$ cat src/rtl/pwm_dac_scheduler_pkg.sv
// Shared stereo PWM DAC definitions: default widths, scheduler states, channel indices.
package pwm_dac_scheduler_pkg;
   localparam int DW_DEF     = 7;
   localparam int PERIOD_DEF = 128;
   localparam int PCNT_W     = 7;
   localparam int CH_L       = 0;
   localparam int CH_R       = 1;

   typedef enum logic [1:0] {OFF, PRIME, RUN} state_t;
endpackage

$ cat src/rtl/pwm_dac_scheduler_if.sv
// Sample write port (host side) and load bus (PWM counter side) of the DAC scheduler.
interface pwm_dac_scheduler_if
   import pwm_dac_scheduler_pkg::*;
#(
   parameter int DW = DW_DEF
) ();
   logic          wr;
   logic          wr_ch;
   logic [DW-1:0] wr_data;
   logic          req_l;
   logic          req_r;
   logic [DW-1:0] pwm_d_l;
   logic [DW-1:0] pwm_d_r;
   logic          pwm_ldl_l;
   logic          pwm_ldl_r;

   modport master (
      output wr, wr_ch, wr_data,
      input  req_l, req_r, pwm_d_l, pwm_d_r, pwm_ldl_l, pwm_ldl_r
   );

   modport slave (
      input  wr, wr_ch, wr_data,
      output req_l, req_r, pwm_d_l, pwm_d_r, pwm_ldl_l, pwm_ldl_r
   );
endinterface

$ cat src/rtl/pwm_dac_scheduler_fifo2.sv
// Two-entry sample FIFO; head visible combinationally, full flag registered.
// A push on a full FIFO is dropped (o_ovf pulses) unless a pop happens in the same cycle.
module pwm_sample_fifo2 #(
   parameter int DW = 7
) (
   input  logic          i_clk,
   input  logic          i_rst,
   input  logic          i_push,
   input  logic          i_pop,
   input  logic [DW-1:0] i_dat,
   output logic [DW-1:0] o_dat,
   output logic          o_empty,
   output logic          o_full,
   output logic          o_ovf
);
   logic [DW-1:0] r_mem [2];
   logic [1:0]    r_cnt;
   logic          r_full;
   logic          w_do_pop;
   logic          w_do_push;
   logic          w_wr_idx;
   logic [1:0]    w_cnt_nxt;

   assign w_do_pop  = i_pop && (r_cnt != 2'd0);
   assign w_do_push = i_push && ((r_cnt != 2'd2) || w_do_pop);
   // Slot for the new entry after any same-cycle pop has shifted the head out
   assign w_wr_idx  = r_cnt[1] | (r_cnt[0] & ~w_do_pop);

   always_comb begin
      w_cnt_nxt = r_cnt;
      if (w_do_push && !w_do_pop)
         w_cnt_nxt = r_cnt + 2'd1;
      else if (!w_do_push && w_do_pop)
         w_cnt_nxt = r_cnt - 2'd1;
   end

   always_ff @(posedge i_clk or posedge i_rst) begin
      if (i_rst) begin
         r_cnt    <= 2'd0;
         r_full   <= 1'b0;
         r_mem[0] <= '0;
         r_mem[1] <= '0;
      end else begin
         r_cnt  <= w_cnt_nxt;
         r_full <= (w_cnt_nxt == 2'd2);
         if (w_do_pop)
            r_mem[0] <= r_mem[1];
         if (w_do_push)
            r_mem[w_wr_idx] <= i_dat;
      end
   end

   assign o_dat   = r_mem[0];
   assign o_empty = (r_cnt == 2'd0);
   assign o_full  = r_full;
   assign o_ovf   = i_push && (r_cnt == 2'd2) && !w_do_pop;
endmodule

$ cat src/rtl/pwm_dac_scheduler.sv
// Stereo PWM DAC scheduler: pops one sample per channel each period boundary, load data/strobe at T+1.
// Host flow control via registered req (FIFO not full); empty pops hold data and flag underrun.
module pwm_dac_scheduler
   import pwm_dac_scheduler_pkg::*;
#(
   parameter int PERIOD = PERIOD_DEF,
   parameter int DW     = DW_DEF
) (
   input  logic               MasterClock,
   input  logic               Reset,
   input  logic               xck_en,
   input  logic               enable,
   input  logic               clr_flags,
   output logic [1:0]         underrun,
   output logic [1:0]         overflow,
   pwm_dac_scheduler_if.slave bus
);
   localparam logic [PCNT_W-1:0] LAST = PCNT_W'(PERIOD - 1);

   state_t            r_state;
   state_t            w_state_nxt;
   logic [PCNT_W-1:0] r_pcnt;
   logic              w_bnd;
   logic [DW-1:0]     r_d_l;
   logic [DW-1:0]     r_d_r;
   logic              r_ldl;
   logic [1:0]        r_unr;
   logic [1:0]        r_ovf;
   logic [1:0]        w_push;
   logic [1:0]        w_empty;
   logic [1:0]        w_full;
   logic [1:0]        w_ovf;
   logic [DW-1:0]     w_head [2];

   assign w_push[CH_L] = bus.wr && !bus.wr_ch;
   assign w_push[CH_R] = bus.wr && bus.wr_ch;

   for (genvar g = 0; g < 2; g++) begin : g_ch
      pwm_sample_fifo2 #(.DW(DW)) u_fifo (
         .i_clk   (MasterClock),
         .i_rst   (Reset),
         .i_push  (w_push[g]),
         .i_pop   (w_bnd),
         .i_dat   (bus.wr_data),
         .o_dat   (w_head[g]),
         .o_empty (w_empty[g]),
         .o_full  (w_full[g]),
         .o_ovf   (w_ovf[g])
      );
   end

   always_comb begin
      w_state_nxt = r_state;
      w_bnd       = 1'b0;
      unique case (r_state)
         OFF:     if (enable) w_state_nxt = PRIME;
         PRIME:   if (w_empty == 2'b00) w_state_nxt = RUN;
         RUN:     w_bnd = enable && xck_en && (r_pcnt == LAST);
         default: w_state_nxt = OFF;
      endcase
      if (!enable)
         w_state_nxt = OFF;
   end

   always_ff @(posedge MasterClock or posedge Reset) begin
      if (Reset) begin
         r_state <= OFF;
         r_pcnt  <= '0;
         r_d_l   <= '0;
         r_d_r   <= '0;
         r_ldl   <= 1'b1;
         r_unr   <= 2'b00;
         r_ovf   <= 2'b00;
      end else begin
         r_state <= w_state_nxt;

         // Tick 0 is the first xck_en seen while already in RUN
         if (r_state != RUN || w_state_nxt != RUN)
            r_pcnt <= '0;
         else if (xck_en)
            r_pcnt <= (r_pcnt == LAST) ? '0 : r_pcnt + PCNT_W'(1);

         if (w_state_nxt == OFF) begin
            r_ldl <= 1'b1;
            r_d_l <= '0;
            r_d_r <= '0;
         end else if (w_bnd) begin
            r_ldl <= 1'b0;
            if (!w_empty[CH_L]) r_d_l <= w_head[CH_L];
            if (!w_empty[CH_R]) r_d_r <= w_head[CH_R];
         end else if (!r_ldl && xck_en) begin
            r_ldl <= 1'b1;
         end

         if (clr_flags) begin
            r_unr <= 2'b00;
            r_ovf <= 2'b00;
         end else begin
            r_unr <= r_unr | (w_empty & {2{w_bnd}});
            r_ovf <= r_ovf | w_ovf;
         end
      end
   end

   assign bus.pwm_d_l   = r_d_l;
   assign bus.pwm_d_r   = r_d_r;
   assign bus.pwm_ldl_l = r_ldl;
   assign bus.pwm_ldl_r = r_ldl;
   assign bus.req_l     = !w_full[CH_L];
   assign bus.req_r     = !w_full[CH_R];
   assign underrun      = r_unr;
   assign overflow      = r_ovf;
endmodule

$ cat src/flat_wrapper.sv
// flat-port wrapper written by rule: the top's interface ports become plain ports
module pwm_dac_scheduler_flat import pwm_dac_scheduler_pkg::*;
#(
   parameter int PERIOD = PERIOD_DEF,
   parameter int DW     = DW_DEF
)
  (MasterClock, Reset, xck_en, enable, clr_flags, underrun, overflow, bus_wr, bus_wr_ch, bus_wr_data, bus_req_l, bus_req_r, bus_pwm_d_l, bus_pwm_d_r, bus_pwm_ldl_l, bus_pwm_ldl_r);
  pwm_dac_scheduler_if #(.DW(DW)) bus_i ();
  input  logic MasterClock;
  input  logic Reset;
  input  logic xck_en;
  input  logic enable;
  input  logic clr_flags;
  output logic [1:0] underrun;
  output logic [1:0] overflow;
  input wire logic [$bits(bus_i.wr)-1:0] bus_wr;
  input wire logic [$bits(bus_i.wr_ch)-1:0] bus_wr_ch;
  input wire logic [$bits(bus_i.wr_data)-1:0] bus_wr_data;
  output wire logic [$bits(bus_i.req_l)-1:0] bus_req_l;
  output wire logic [$bits(bus_i.req_r)-1:0] bus_req_r;
  output wire logic [$bits(bus_i.pwm_d_l)-1:0] bus_pwm_d_l;
  output wire logic [$bits(bus_i.pwm_d_r)-1:0] bus_pwm_d_r;
  output wire logic [$bits(bus_i.pwm_ldl_l)-1:0] bus_pwm_ldl_l;
  output wire logic [$bits(bus_i.pwm_ldl_r)-1:0] bus_pwm_ldl_r;
  assign bus_i.wr = bus_wr;
  assign bus_i.wr_ch = bus_wr_ch;
  assign bus_i.wr_data = bus_wr_data;
  assign bus_req_l = bus_i.req_l;
  assign bus_req_r = bus_i.req_r;
  assign bus_pwm_d_l = bus_i.pwm_d_l;
  assign bus_pwm_d_r = bus_i.pwm_d_r;
  assign bus_pwm_ldl_l = bus_i.pwm_ldl_l;
  assign bus_pwm_ldl_r = bus_i.pwm_ldl_r;
  pwm_dac_scheduler #(.PERIOD(PERIOD), .DW(DW)) u_core (.MasterClock(MasterClock), .Reset(Reset), .xck_en(xck_en), .enable(enable), .clr_flags(clr_flags), .underrun(underrun), .overflow(overflow), .bus(bus_i));
endmodule
$ cat config.mk
export PLATFORM = sky130hd
export DESIGN_NAME = pwm_dac_scheduler_flat
export DESIGN_NICKNAME = d
export VERILOG_FILES = /design/src/rtl/pwm_dac_scheduler_pkg.sv /design/src/rtl/pwm_dac_scheduler_if.sv /design/src/rtl/pwm_dac_scheduler_fifo2.sv /design/src/rtl/pwm_dac_scheduler.sv /design/src/flat_wrapper.sv
export SDC_FILE = /design/constraint.sdc
export NUM_CORES = 1
export LEC_CHECK = 0
export BUFFER_PORTS_ARGS = -buffer_cell sky130_fd_sc_hd__buf_2
export CORE_MARGIN = 3
export CORE_UTILIZATION = 61
export DETAILED_ROUTE_END_ITERATION = 16
export PLACE_DENSITY = 0.88
export SYNTH_ARGS = -nofsm -noshare
export SYNTH_HDL_FRONTEND = slang
export SYNTH_SLANG_ARGS = --single-unit
$ cat constraint.sdc
create_clock -name MasterClock -period 4.3 [get_ports MasterClock]
set_input_delay 0.215 -clock MasterClock [delete_from_list [all_inputs] [get_ports MasterClock]]
set_output_delay 0.215 -clock MasterClock [all_outputs]
set_load 0.02 [all_outputs]
Word-level counts from Yosys, hierarchy flattened. Cells that the tools add are included.

Bits in registers: 62. Logic and storage cells: 122. Input bits: 14. Output and inout bits: 22.

Multiplexer cells: 32. Magnitude comparators: 4. Bitwise gates (word level): 11. Reduce and logical (&&, ||, !) cells: 42. Equal/unequal tests: 13. Add/sub/neg operators: 5.

Operator list (count): $mux 7 (13); $bwmux 14 (2); $mux 14 (2); $logic_and 1x1->1 (19); $mux 2 (8); $demux 7 s1 (2); $eq 2x2->1 const B (5); $logic_not 2->1 (5); $logic_not 1->1 (8); $ne 2x2->1 const B (4); $reduce_bool 2->1 (4); $add 7x1->7 const B (1); $eq 7x7->1 const B (1); $pmux 2 s3 (1); $add 2x1->2 const B (2); $ge 2x2->1 const B (2); $lt 2x1->1 const B (2); $mux 1 (4); $ne 2x1->1 const B (2); $not 1->2 (2); $or 2x2->2 (2); $reduce_and 2->1 (2); $sub 2x1->2 const B (2); $logic_or 1x1->1 (3); 6 further kinds (9).

Longest topological paths before layout.
Depth in word-level cells: 14. Gate-level depth with buffers: 9. Mapped depth without buffers: 7.

Hierarchy. Synthesis repeated with hierarchy kept, for this count alone.

Cells, all modules: 311. Area total of the unflattened synthesis: 3235.6 um^2.

By module, submodules not included: pwm_sample_fifo2 (seq. area each 425.4 um^2, cells an instance 88, area each 920.9 um^2, instances 2); pwm_dac_scheduler (seq. area each 701.9 um^2, cells an instance 135, area each 1393.8 um^2, instances 1).

Worst setup path before layout. No wires, ideal clock.

Kind: reg-to-reg. From: register u_core.r_pcnt[0]. To: register with a tool-made name. Buffers on the path: 2. Slack: 2.179 ns. Clock period less this slack: 2.121 ns. Data required time: 4.175 ns. Stages on the path, launching flop included: 9. Data arrival time: 1.996 ns. Library setup time: 0.125 ns. Cell sequence: dfrtp_1 ha_1 and3_4 nand4_4 or2_1 buf_6 a211o_1 buf_6 mux2_4.

RTL lines: start, declared (line pwm_dac_scheduler.sv:22) `logic [PCNT_W-1:0] r_pcnt;`; start signal, assigned (line pwm_dac_scheduler.sv:81) `r_pcnt <= (r_pcnt == LAST) ? '0 : r_pcnt + PCNT_W'(1);`.

Worst setup path after layout.
From: register u_core.r_state[0]. To: register u_core.g_ch[1].u_fifo.r_mem (netlist bit u_core.g_ch[1].u_fifo.o_dat[5]).

Cells in the longest elaborated chain, start to end: 13. Elaborated cells between the ends (all ways): 17. Those cells by class: 2 x order compare; 1 x eq/ne; 6 x mux; 4 x bitwise; 4 x reduce/logical.

Ends and longest elaborated chain: start, declared (line pwm_dac_scheduler.sv:20) `state_t r_state;`; start signal, assigned (line pwm_dac_scheduler.sv:75) `r_state <= w_state_nxt;`; $eq 2x2->1 * (line pwm_dac_scheduler.sv:55) `unique case (r_state)`; $mux 1 * (line pwm_dac_scheduler.sv:55); $logic_and 1x1->1 * (line pwm_dac_scheduler_fifo2.sv:24) `assign w_do_pop = i_pop && (r_cnt != 2'd0);`; $not 1->1 (line pwm_dac_scheduler_fifo2.sv:27) `assign w_wr_idx = r_cnt[1] | (r_cnt[0] & ~w_do_pop);`; $and 1x1->1 (line pwm_dac_scheduler_fifo2.sv:27); $or 1x1->1 (line pwm_dac_scheduler_fifo2.sv:27); $not 1->2 (implied by the code) (line pwm_dac_scheduler_fifo2.sv:49) `r_mem[w_wr_idx] <= i_dat;`; $ge 2x2->1 (implied by the code) / $lt 2x1->1 (equally long branches) (line pwm_dac_scheduler_fifo2.sv:49); $logic_and 1x1->1 (implied by the code) (line pwm_dac_scheduler_fifo2.sv:49); $mux 7 (implied by the code) (line pwm_dac_scheduler_fifo2.sv:49); $demux 7 s1 (line pwm_dac_scheduler_fifo2.sv:49); $bwmux 14 (line pwm_dac_scheduler_fifo2.sv:49); $mux 14 * (line pwm_dac_scheduler_fifo2.sv:48) `if (w_do_push)`; end signal, assigned by index (line pwm_dac_scheduler_fifo2.sv:49); end, declared (line pwm_dac_scheduler_fifo2.sv:16) `logic [DW-1:0] r_mem [2];`.

Mark *: on every way between the ends. The rest lies on a longest branch, timed or not. A chain may end at the register's enable or synchronous reset.

==> out/qor.csv <==
metric,value,unit
diodes,0,
antenna_found_initial,0,
grtUsageMet1,0.3078,
arrival,2.74,ns
tns,0,ns
hpwl,4.051,mm
clock-sinks,62,
ios,36,
wl,5.939,mm
fmax,0.3900,GHz
drive_gt1_frac,0.2128,
postCtsHoldBufs,0,
die_area,0.005681,sq mm
hold_slack,0.06938,ns
rsz0062_at_grt,no,
syn_area,0.002935,sq mm
cts_buffers,9,
report.final.hold_viol_count,0,
area_growth,13.68,%
finalNonFillerCells,381,
r2r-end,u_core.g_ch[1].u_fifo.o_dat[5],
async_reset_ff_frac,1.000,
maxSlewHeadroom,0.3316,
place_inst,365,
clk_pin_slew,0.07,ns
critical_path_class,reg2reg,
fin_util,0.7408,
dr.pass1.iters,4,
startpoint_type,flip-flop,
grt_remaining_overflow,0,
worst_pin_slew,0.9982,ns
ys_seq_area_frac,0.5290,
ys_top_cells_by_area,"dfrtp_1 (52%), nand2_1 (6.5%), nor2_1 (4.1%), mux2_4 (3.6%), mux2i_1 (3.4%)",
run_status,completed,
top_usage_layer,met2,
setup_violations,0,
routedWlPerCell,15.59,um
drv_cap,0,
path_max_fanout,19,
min_period,2.564,ns
post-route-cell-area,0.003337,sq mm
yosys_register_bits,62,
synth_edf_count,0,
clock_tree.root_cell,clkbuf_8,
reg2reg_from,u_core.r_state[0],
die_w,75.37,um
hold_class,in2async,
htree_levels,3,
yosysUniqueCellTypes,48,
layout.cells.most_common,dfrtp_1,
r2r_cells,6,
fillers,330,
die_y,75.37,um
syn_inst,287,
ir_worst_vdd,0.3384,mV
avgSynthCellArea,10.23,sq um
core-area,0.004504,sq mm
grt_usage,0.2344,
final_nets,343,
end_kind,flip-flop,
grt_max_degree,63,
cts_resized,0,
start_util,0.6517,
r2r_slack,1.74,ns
ys_warn_count,0,
grt.met2_usage,0.3653,
cts_tree,built,
insertion_delay,0.34,ns
grt_pass1_wl,9.804,mm
synth_top_area_cell,dfrtp_1,
required,4.47,ns
slew_viol_final,0,
leakage,1.610,nW
layout_common_cells,"dfrtp_1 (61), nand2_1 (51), buf_2 (35), nor2_1 (32), a21oi_1 (15)",
drc,0,
crit_path_start,u_core.r_state[0],
multi_input_area,0.001287,sq mm
cts_buffer_depth,2,
placed_area,0.003137,sq mm
met3_usage,0.05541,
post_cts_buffers,0,
ant_nets,0,
regArea,0.001553,sq mm
port_buffers,35,
p_per_area,556.3,mW/mm^2
fin_skew,0.006244,ns
synth_ff_type,dfrtp_1,
syn-num-nets,306,
grt_pass1_vias,2092,
via_per_inst,5.785,
post-synth-top-area-fraction,0.5200,
row_count,24,
dr.first_iter.drc_count,198,
routabilityCongestion,0.8639,
via_count,2204,
min_period_over_period,0.5962,
## worst max-delay path by stage
stage	end	slack, ns	cells after the start
final	u_core.g_ch[1].u_fifo.o_dat[5]	1.74	6
after global routing	u_core.g_ch[1].u_fifo.o_dat[5]	1.45	6
after CTS	u_core.g_ch[1].u_fifo.o_dat[5]	1.75	6
after detailed placement	u_core.g_ch[1].u_fifo.o_dat[5]	1.79	6
after global placement	u_core.g_ch[1].u_fifo.o_dat[3]	1.86	6
after floorplan	flip-flop	2.18	8
## cells by family (layout without fill, tap and decap cells)
group	count (synthesis)	count (layout)	synth area share
buf+inv	21	63	0.03452
xor+xnor	5	5	0.01492
mux	24	24	0.09676
simple gates	121	121	0.1978
flops	62	62	0.5290
compound gates	49	49	0.1057
fa+ha+maj	5	5	0.02131
## power by group
group          internal, W  total (W)  leakage, nW  switching, W
sequential        0.000754   0.000858        0.781      0.000104
clock             0.000296   0.000512        0.106      0.000215
combinational     0.000231   0.000487        0.723      0.000256
total              0.00128    0.00186         1.61      0.000575
## Yosys cell counts (2+ instances only)
cell type	count
nor2_1	32
mux2_4	7
nand2b_1	2
buf_2	3
inv_1	9
and2_1	2
mux2_1	6
clkbuf_1	6
xor2_1	3
a31oi_1	9
and3_4	2
nand2_1	51
ha_1	5
mux2i_1	10
xnor2_1	2
nor4_1	2
and3b_1	2
o211ai_1	2
a21oi_1	15
nand3b_1	2
o31ai_1	2
o21ai_0	10
o2bb2ai_1	2
dfrtp_1	61
nand4_1	2
buf_6	2
nand3_1	13
nor3_1	3
## final cells by class
class                   count  area share
multi-input cells         204      0.3858
repair buffers             38     0.05924
clock inverters             4     0.01350
clock buffers              12     0.04649
inverters                   9     0.01012
well taps                  52     0.01950
flip-flops and latches     62      0.4653
## routing by layer
| layer | vias up | wire length [um] |
|---|---|---|
| li1 | 1069 | - |
| met1 | 1074 | 2646 |
| met2 | 46 | 2918 |
| met3 | 15 | 206 |
| met4 | 0 | 168 |
| met5 | - | 0 |
## metrics by stage
step / total power, W / worst slack (ns)
2_1_floorplan: 0.001229 / 2.179
3_3_place_gp: 0.001320 / 1.862
3_5_place_dp: 0.001345 / 1.791
4_1_cts: 0.001869 / 1.746
5_1_grt: 0.001966 / 1.451
6_report: 0.001856 / 1.736
## worst max-delay path, stage by stage (launching register included)
cell,delay [ns]
dfrtp_1,0.41
nand3b_1,0.50
nor4_2,0.41
buf_4,0.29
o2111ai_1,0.49
nor2_1,0.24
a21oi_1,0.07
Note: power is estimated with default switching activity, not from simulation.
